==> src/rtl/pipeline_if_queue_stage.sv <==
// rtl/pipeline_if_queue_stage.sv - instruction fetch stage with prefetch queue and redirect flush
// Requests go out in order; responses fill the oldest unfilled entry and the head entry feeds ID.
module pipeline_if_queue_stage #(
  parameter int unsigned     XLEN     = 64,
  parameter int unsigned     ILEN     = 32,
  parameter logic [XLEN-1:0] RESET_PC = '0,
  parameter int unsigned     QDEPTH   = 4
) (
  input  logic            clk,
  input  logic            reset,
  input  logic            stall,
  input  logic            branch_taken,
  input  logic [XLEN-1:0] branch_target,
  output logic            im_req_valid,
  input  logic            im_req_ready,
  output logic [XLEN-1:0] im_addr,
  input  logic            im_resp_valid,
  input  logic [ILEN-1:0] im_dout,
  output logic            if_valid,
  output logic [XLEN-1:0] pc_IF,
  output logic [ILEN-1:0] instruction_IF
);

  localparam int unsigned AW = $clog2(QDEPTH);
  localparam int unsigned PW = AW + 1;
  localparam logic [PW:0] QDEPTH_W = (PW + 1)'(QDEPTH);

  logic [XLEN-1:0]   ent_pc_q    [QDEPTH];
  logic [ILEN-1:0]   ent_instr_q [QDEPTH];
  logic [QDEPTH-1:0] ent_filled_q;

  logic [XLEN-1:0] fetch_pc_q, fetch_pc_d;
  logic [PW-1:0]   rd_ptr_q, rd_ptr_d;
  logic [PW-1:0]   wr_ptr_q, wr_ptr_d;
  logic [PW-1:0]   fill_ptr_q, fill_ptr_d;
  logic [PW-1:0]   drop_cnt_q, drop_cnt_d;

  logic [PW-1:0] alloc;
  logic [PW-1:0] outstanding;
  logic [PW-1:0] pending;
  logic [PW:0]   credit_sum;
  logic          credit;
  logic          req_fire;
  logic          resp_drop;
  logic          resp_fill;
  logic          pop;
  logic [AW-1:0] rd_idx, wr_idx, fill_idx;
  logic          unused_tgt_lsb;

  assign unused_tgt_lsb = ^branch_target[1:0];

  assign rd_idx   = rd_ptr_q[AW-1:0];
  assign wr_idx   = wr_ptr_q[AW-1:0];
  assign fill_idx = fill_ptr_q[AW-1:0];

  // Pointers wrap modulo 2*QDEPTH, so plain subtraction gives occupancy.
  assign alloc       = wr_ptr_q - rd_ptr_q;
  assign outstanding = wr_ptr_q - fill_ptr_q;

  // Responses still owed for flushed requests occupy memory slots, so they consume credit too.
  assign credit_sum = {1'b0, alloc} + {1'b0, drop_cnt_q};
  assign credit     = credit_sum < QDEPTH_W;

  assign im_req_valid = !reset && !branch_taken && credit;
  assign im_addr      = fetch_pc_q;

  assign if_valid       = ent_filled_q[rd_idx];
  assign pc_IF          = if_valid ? ent_pc_q[rd_idx] : '0;
  assign instruction_IF = if_valid ? ent_instr_q[rd_idx] : '0;

  assign req_fire  = im_req_valid && im_req_ready;
  assign resp_drop = im_resp_valid && (drop_cnt_q != '0);
  assign resp_fill = im_resp_valid && (drop_cnt_q == '0) && (outstanding != '0);
  assign pop       = if_valid && !stall && !branch_taken;
  assign pending   = drop_cnt_q + outstanding;

  always_comb begin
    fetch_pc_d = fetch_pc_q;
    rd_ptr_d   = rd_ptr_q;
    wr_ptr_d   = wr_ptr_q;
    fill_ptr_d = fill_ptr_q;
    drop_cnt_d = drop_cnt_q;
    if (branch_taken) begin
      fetch_pc_d = {branch_target[XLEN-1:2], 2'b00};
      rd_ptr_d   = '0;
      wr_ptr_d   = '0;
      fill_ptr_d = '0;
      // A response in the redirect cycle belongs to a stale request and retires one owed slot.
      drop_cnt_d = (im_resp_valid && (pending != '0)) ? pending - PW'(1) : pending;
    end else begin
      if (req_fire) begin
        fetch_pc_d = fetch_pc_q + XLEN'(4);
        wr_ptr_d   = wr_ptr_q + PW'(1);
      end
      if (resp_drop) begin
        drop_cnt_d = drop_cnt_q - PW'(1);
      end
      if (resp_fill) begin
        fill_ptr_d = fill_ptr_q + PW'(1);
      end
      if (pop) begin
        rd_ptr_d = rd_ptr_q + PW'(1);
      end
    end
  end

  always_ff @(posedge clk) begin
    if (reset) begin
      fetch_pc_q <= RESET_PC;
      rd_ptr_q   <= '0;
      wr_ptr_q   <= '0;
      fill_ptr_q <= '0;
      drop_cnt_q <= '0;
    end else begin
      fetch_pc_q <= fetch_pc_d;
      rd_ptr_q   <= rd_ptr_d;
      wr_ptr_q   <= wr_ptr_d;
      fill_ptr_q <= fill_ptr_d;
      drop_cnt_q <= drop_cnt_d;
    end
  end

  // Entry indices touched in one cycle never collide: a request needs a free slot,
  // a fill targets an allocated unfilled slot and a pop targets a filled one.
  always_ff @(posedge clk) begin
    if (reset || branch_taken) begin
      ent_filled_q <= '0;
    end else begin
      if (req_fire) begin
        ent_filled_q[wr_idx] <= 1'b0;
      end
      if (resp_fill) begin
        ent_filled_q[fill_idx] <= 1'b1;
      end
      if (pop) begin
        ent_filled_q[rd_idx] <= 1'b0;
      end
    end
  end

  always_ff @(posedge clk) begin
    if (req_fire) begin
      ent_pc_q[wr_idx] <= fetch_pc_q;
    end
    if (resp_fill) begin
      ent_instr_q[fill_idx] <= im_dout;
    end
  end

endmodule

==> config.mk <==
export PLATFORM = sky130hd
export DESIGN_NAME = pipeline_if_queue_stage
export DESIGN_NICKNAME = d
export VERILOG_FILES = /design/src/rtl/pipeline_if_queue_stage.sv
export SDC_FILE = /design/constraint.sdc
export NUM_CORES = 1
export LEC_CHECK = 0
export BUFFER_PORTS_ARGS = -buffer_cell sky130_fd_sc_hd__buf_2
export CELL_PAD_IN_SITES_DETAIL_PLACEMENT = 1
export CELL_PAD_IN_SITES_GLOBAL_PLACEMENT = 2
export CORE_ASPECT_RATIO = 1.4
export CORE_MARGIN = 4
export CORE_UTILIZATION = 44
export CTS_CLUSTER_DIAMETER = 60
export DETAILED_ROUTE_END_ITERATION = 6
export PLACE_DENSITY = 0.82
export SLEW_MARGIN = 20
export SYNTH_ARGS = -nofsm -noshare
export SYNTH_HDL_FRONTEND = slang
export SYNTH_SLANG_ARGS = --single-unit
==> constraint.sdc <==
create_clock -name clk -period 9.68 [get_ports clk]
set_input_delay 0.968 -clock clk [delete_from_list [all_inputs] [get_ports clk]]
set_output_delay 0.968 -clock clk [all_outputs]
set_load 0.01 [all_outputs]
==> metrics.txt <==
final WL=between 50 and 60 mm; Via density=~5.7; Pint=3320 uW; H-tree depth=2; mapped cell area=about 19000 sq um; critical path class=register to register; Cells after Synth=roughly 1200; largest net degree at the start of global routing=slightly above 70; root buffer cell=clkbuf_16; PD cells=roughly 190 nW/um^2; crit start category=register; Syn. warnings=0; Clk network pwr share=43.3%; worst slew pin tran=approximately 1100 ps; Clock Path Buffers=3; initial drt markers=a little over 800; Final Slew Violations=0; setup_tns=0 ps; TritonCTS buffer count=between 40 and 50; crit path time final=approximately 4700 ps; starting density of the core=between 40 and 50%; CP Launch Point=rd_ptr_q[0]; Remaining DRCs=0; met3 Usage GRT=around 4.4%; largest area contributor in the netlist=edfxtp_1; Die Span Y=~260 microns; Post-CTS Setup Inserts=0; row count=90; routed via count=around 12000; Switching Fraction=approximately a fifth; port bufs=257; Placed Area=~21000 sq um; I/O pins=264; number of gates resized after CTS=0; P&R area growth vs syn=17.4%; CP required=9870 ps; Peak VDD IR=around 0.00016 V; period utilisation layout=between 40% and 50%; most common cell after layout, fill and taps aside=edfxtp_1; Placer Congestion=approximately 0.77; gr busiest metal=met2; crit-path cells=ha_1, inv_1, fa_1, xor2_1, xnor2_1, ha_1, nor3_1, and4b_2, buf_4, nand2_1, inv_2, buf_4; Tot GR Track Use=21.3%; first-pass GRT wire length=between 70 and 80 mm; clock skew=~19 ps; CTS tree=yes; slowest stage cell, crit path=buf_4; Seq/Total Area, Yosys=about two thirds; dominant cells by area after synthesis=edfxtp_1 59%, mux4_2 11%, dfxtp_1 8.3%; Post-DRT Antenna Nets=0; met2 usage=38.3%; DPL Wire Length=roughly 32 mm; drt first pass iters=5; grt ovf=0; Avg Inst Size Synth=roughly 16 sq um; Crit Reg-Reg Startpoint=rd_ptr_q[0]; Max-Slew Margin vs Limit=roughly 30%; clock insertion delay at the later pin of the skew report=approximately 560 ps; number of setup violations in the final report=0; Final Hold Violating Endpoints=0; Reg power frac=52.3%; sw power=approximately 890 uW; layout cells sized above 1=30.8%; Arr. time, crit path=slightly below 5000 ps; area of the multi-input gates=just under 6000 sq um; Design Area, Final=about 23000 sq um; initial antenna violation count=8; Seq. cell area=around 13000 sq um; ys async rst share=0%; Worst Hold Class=register to register; Hold Crit Start=ent_filled_q[3]; leakage=0.00795 uW; unrepaired setup endpoints after global routing=false; die width=185 microns; met1 usage=roughly a quarter; crit-path max cell delay=640 ps; nets=between 1500 and 2000; Worst-path clk slew=roughly 60 ps; Die ar.=47300 sq um; Filler cells=4240; Core Region=around 43000 sq um; Avg WL per Cell=24.4 microns; Gate power share=4.4%; status=completed; max_cap viols=0; Synth top area share=58.6%; most frequent cells in the layout=376 x edfxtp_1, 257 x buf_2, 100 x nor2b_1, 94 x mux4_2, 78 x dfxtp_1; Hold Buf Count CTS=0; CP Capture Type=register; CTS sink count=456; number of global-route vias before repair=12700; crit-path max FO=34; Distinct cells, synth=between 60 and 70; Top FF cell, synth=edfxtp_1; flops & latches, synth=456; number of synthesized flops with an enable pin=about 380; fmax=about 0.21 GHz
-- through the flow --
| step | utilization, % | instances | total power [uW] | hold WS [ps] | worst slack (ps) |
|---|---|---|---|---|---|
| global route | 52.3 | 2081 | 4370 | 513 | 4650 |
| CTS | 52.2 | 2080 | 4260 | 491 | 4880 |
| detailed placement | 48.7 | 1996 | 2440 | 483 | 4870 |
| finish | 52.3 | 2085 | 4220 | 497 | 4940 |
| floorplan | - | 1244 | 2340 | 448 | 5390 |
| global placement | 48.7 | 1996 | 2430 | 473 | 4910 |
-- power by group through the flow --
stage               Clock [uW]  Sequential (uW)  Combinational, uW
floorplan                    0             2240                100
global placement             0             2240                182
detailed placement           0             2250                187
CTS                       1870             2210                188
global route              1960             2210                205
finish                    1830             2210                186
-- worst paths after layout --
| kind | end | slack [ps] | cells past startpoint |
|---|---|---|---|
| worst min-delay path | ent_filled_q[3] | 500 | 2 |
| worst max register to register | ent_pc_q[2][10] | 4940 | 12 |
| worst max-delay path | ent_pc_q[2][10] | 4940 | 12 |
| worst min register to register | ent_filled_q[3] | 500 | 2 |
-- cells in the mapped netlist, drive strengths merged, types with 2 or more instances --
cell type and instances:
edfxtp 376, nor2b 100, mux4 94, dfxtp 80, nand2 71, nor2 54
clkbuf 49, a21oi 39, inv 31, nand3 27, nand4 27, o21ai 27
xnor2 27, a31oi 26, buf 22, ha 22, nor3 19, nor4 18
and2 16, a211oi 12, and3 12, xor2 12, o22ai 11, mux2i 7
and4 6, o211ai 6, a22oi 5, mux2 5, nand2b 4, o21a 4
or3 4, a221oi 3, fa 3, o311ai 3, or4 3, a21o 2
o31a 2, or2 2
-- cell type report --
class,count,share of cell area (%)
Sequential cell,456,57.0
Multi-Input combinational cell,685,26.2
Timing Repair Buffer,273,6.32
Clock buffer,60,5.50
Tap cell,552,3.05
Clock inverter,24,1.29
Inverter,31,0.514
Antenna cell,4,0.0443
-- critical path: cells and delay by family, from the launching register on --
family	cells	cell delay, ps
buffers and inverters	4	1700
AND/OR/NAND/NOR	3	890
adder cells (fa/ha/maj)	3	830
flip-flops	1	500
XOR/XNOR	2	340
-- sequential cells by signal, indices dropped and copies added (netlist names), named ones only --
name	cells
rd_ptr_q	3
drop_cnt_q	3
ent_instr_q	128
im_addr	62
fill_ptr_q	3
wr_ptr_q	3
ent_filled_q	4
ent_pc_q	248
-- per-layer routing --
metal  part of all wire (%)  wire length, microns  up-vias
li1                       -                     -     5280
met1                     40                 20200     6136
met2                     53                 27000      296
met3                    5.3                  2700       69
met4                    1.9                   973       10
met5                   0.12                    60        -
-- cell families (layout without fill, tap and decap cells) --
family                   count (synthesis)  count (layout)  synth area share [%]
AND/OR/NAND/NOR                        366             366                  10.8
multiplexers                           106             106                  11.7
XOR/XNOR                                39              39                  1.77
other                                    1               8                0.0195
AO/OA/AOI/OAI                          145             145                  4.65
flip-flops                             456             456                  66.9
adder cells (fa/ha/maj)                 25              25                  1.74
buffers and inverters                  103             388                  2.46
Note: power is estimated with default switching activity, not from simulation.
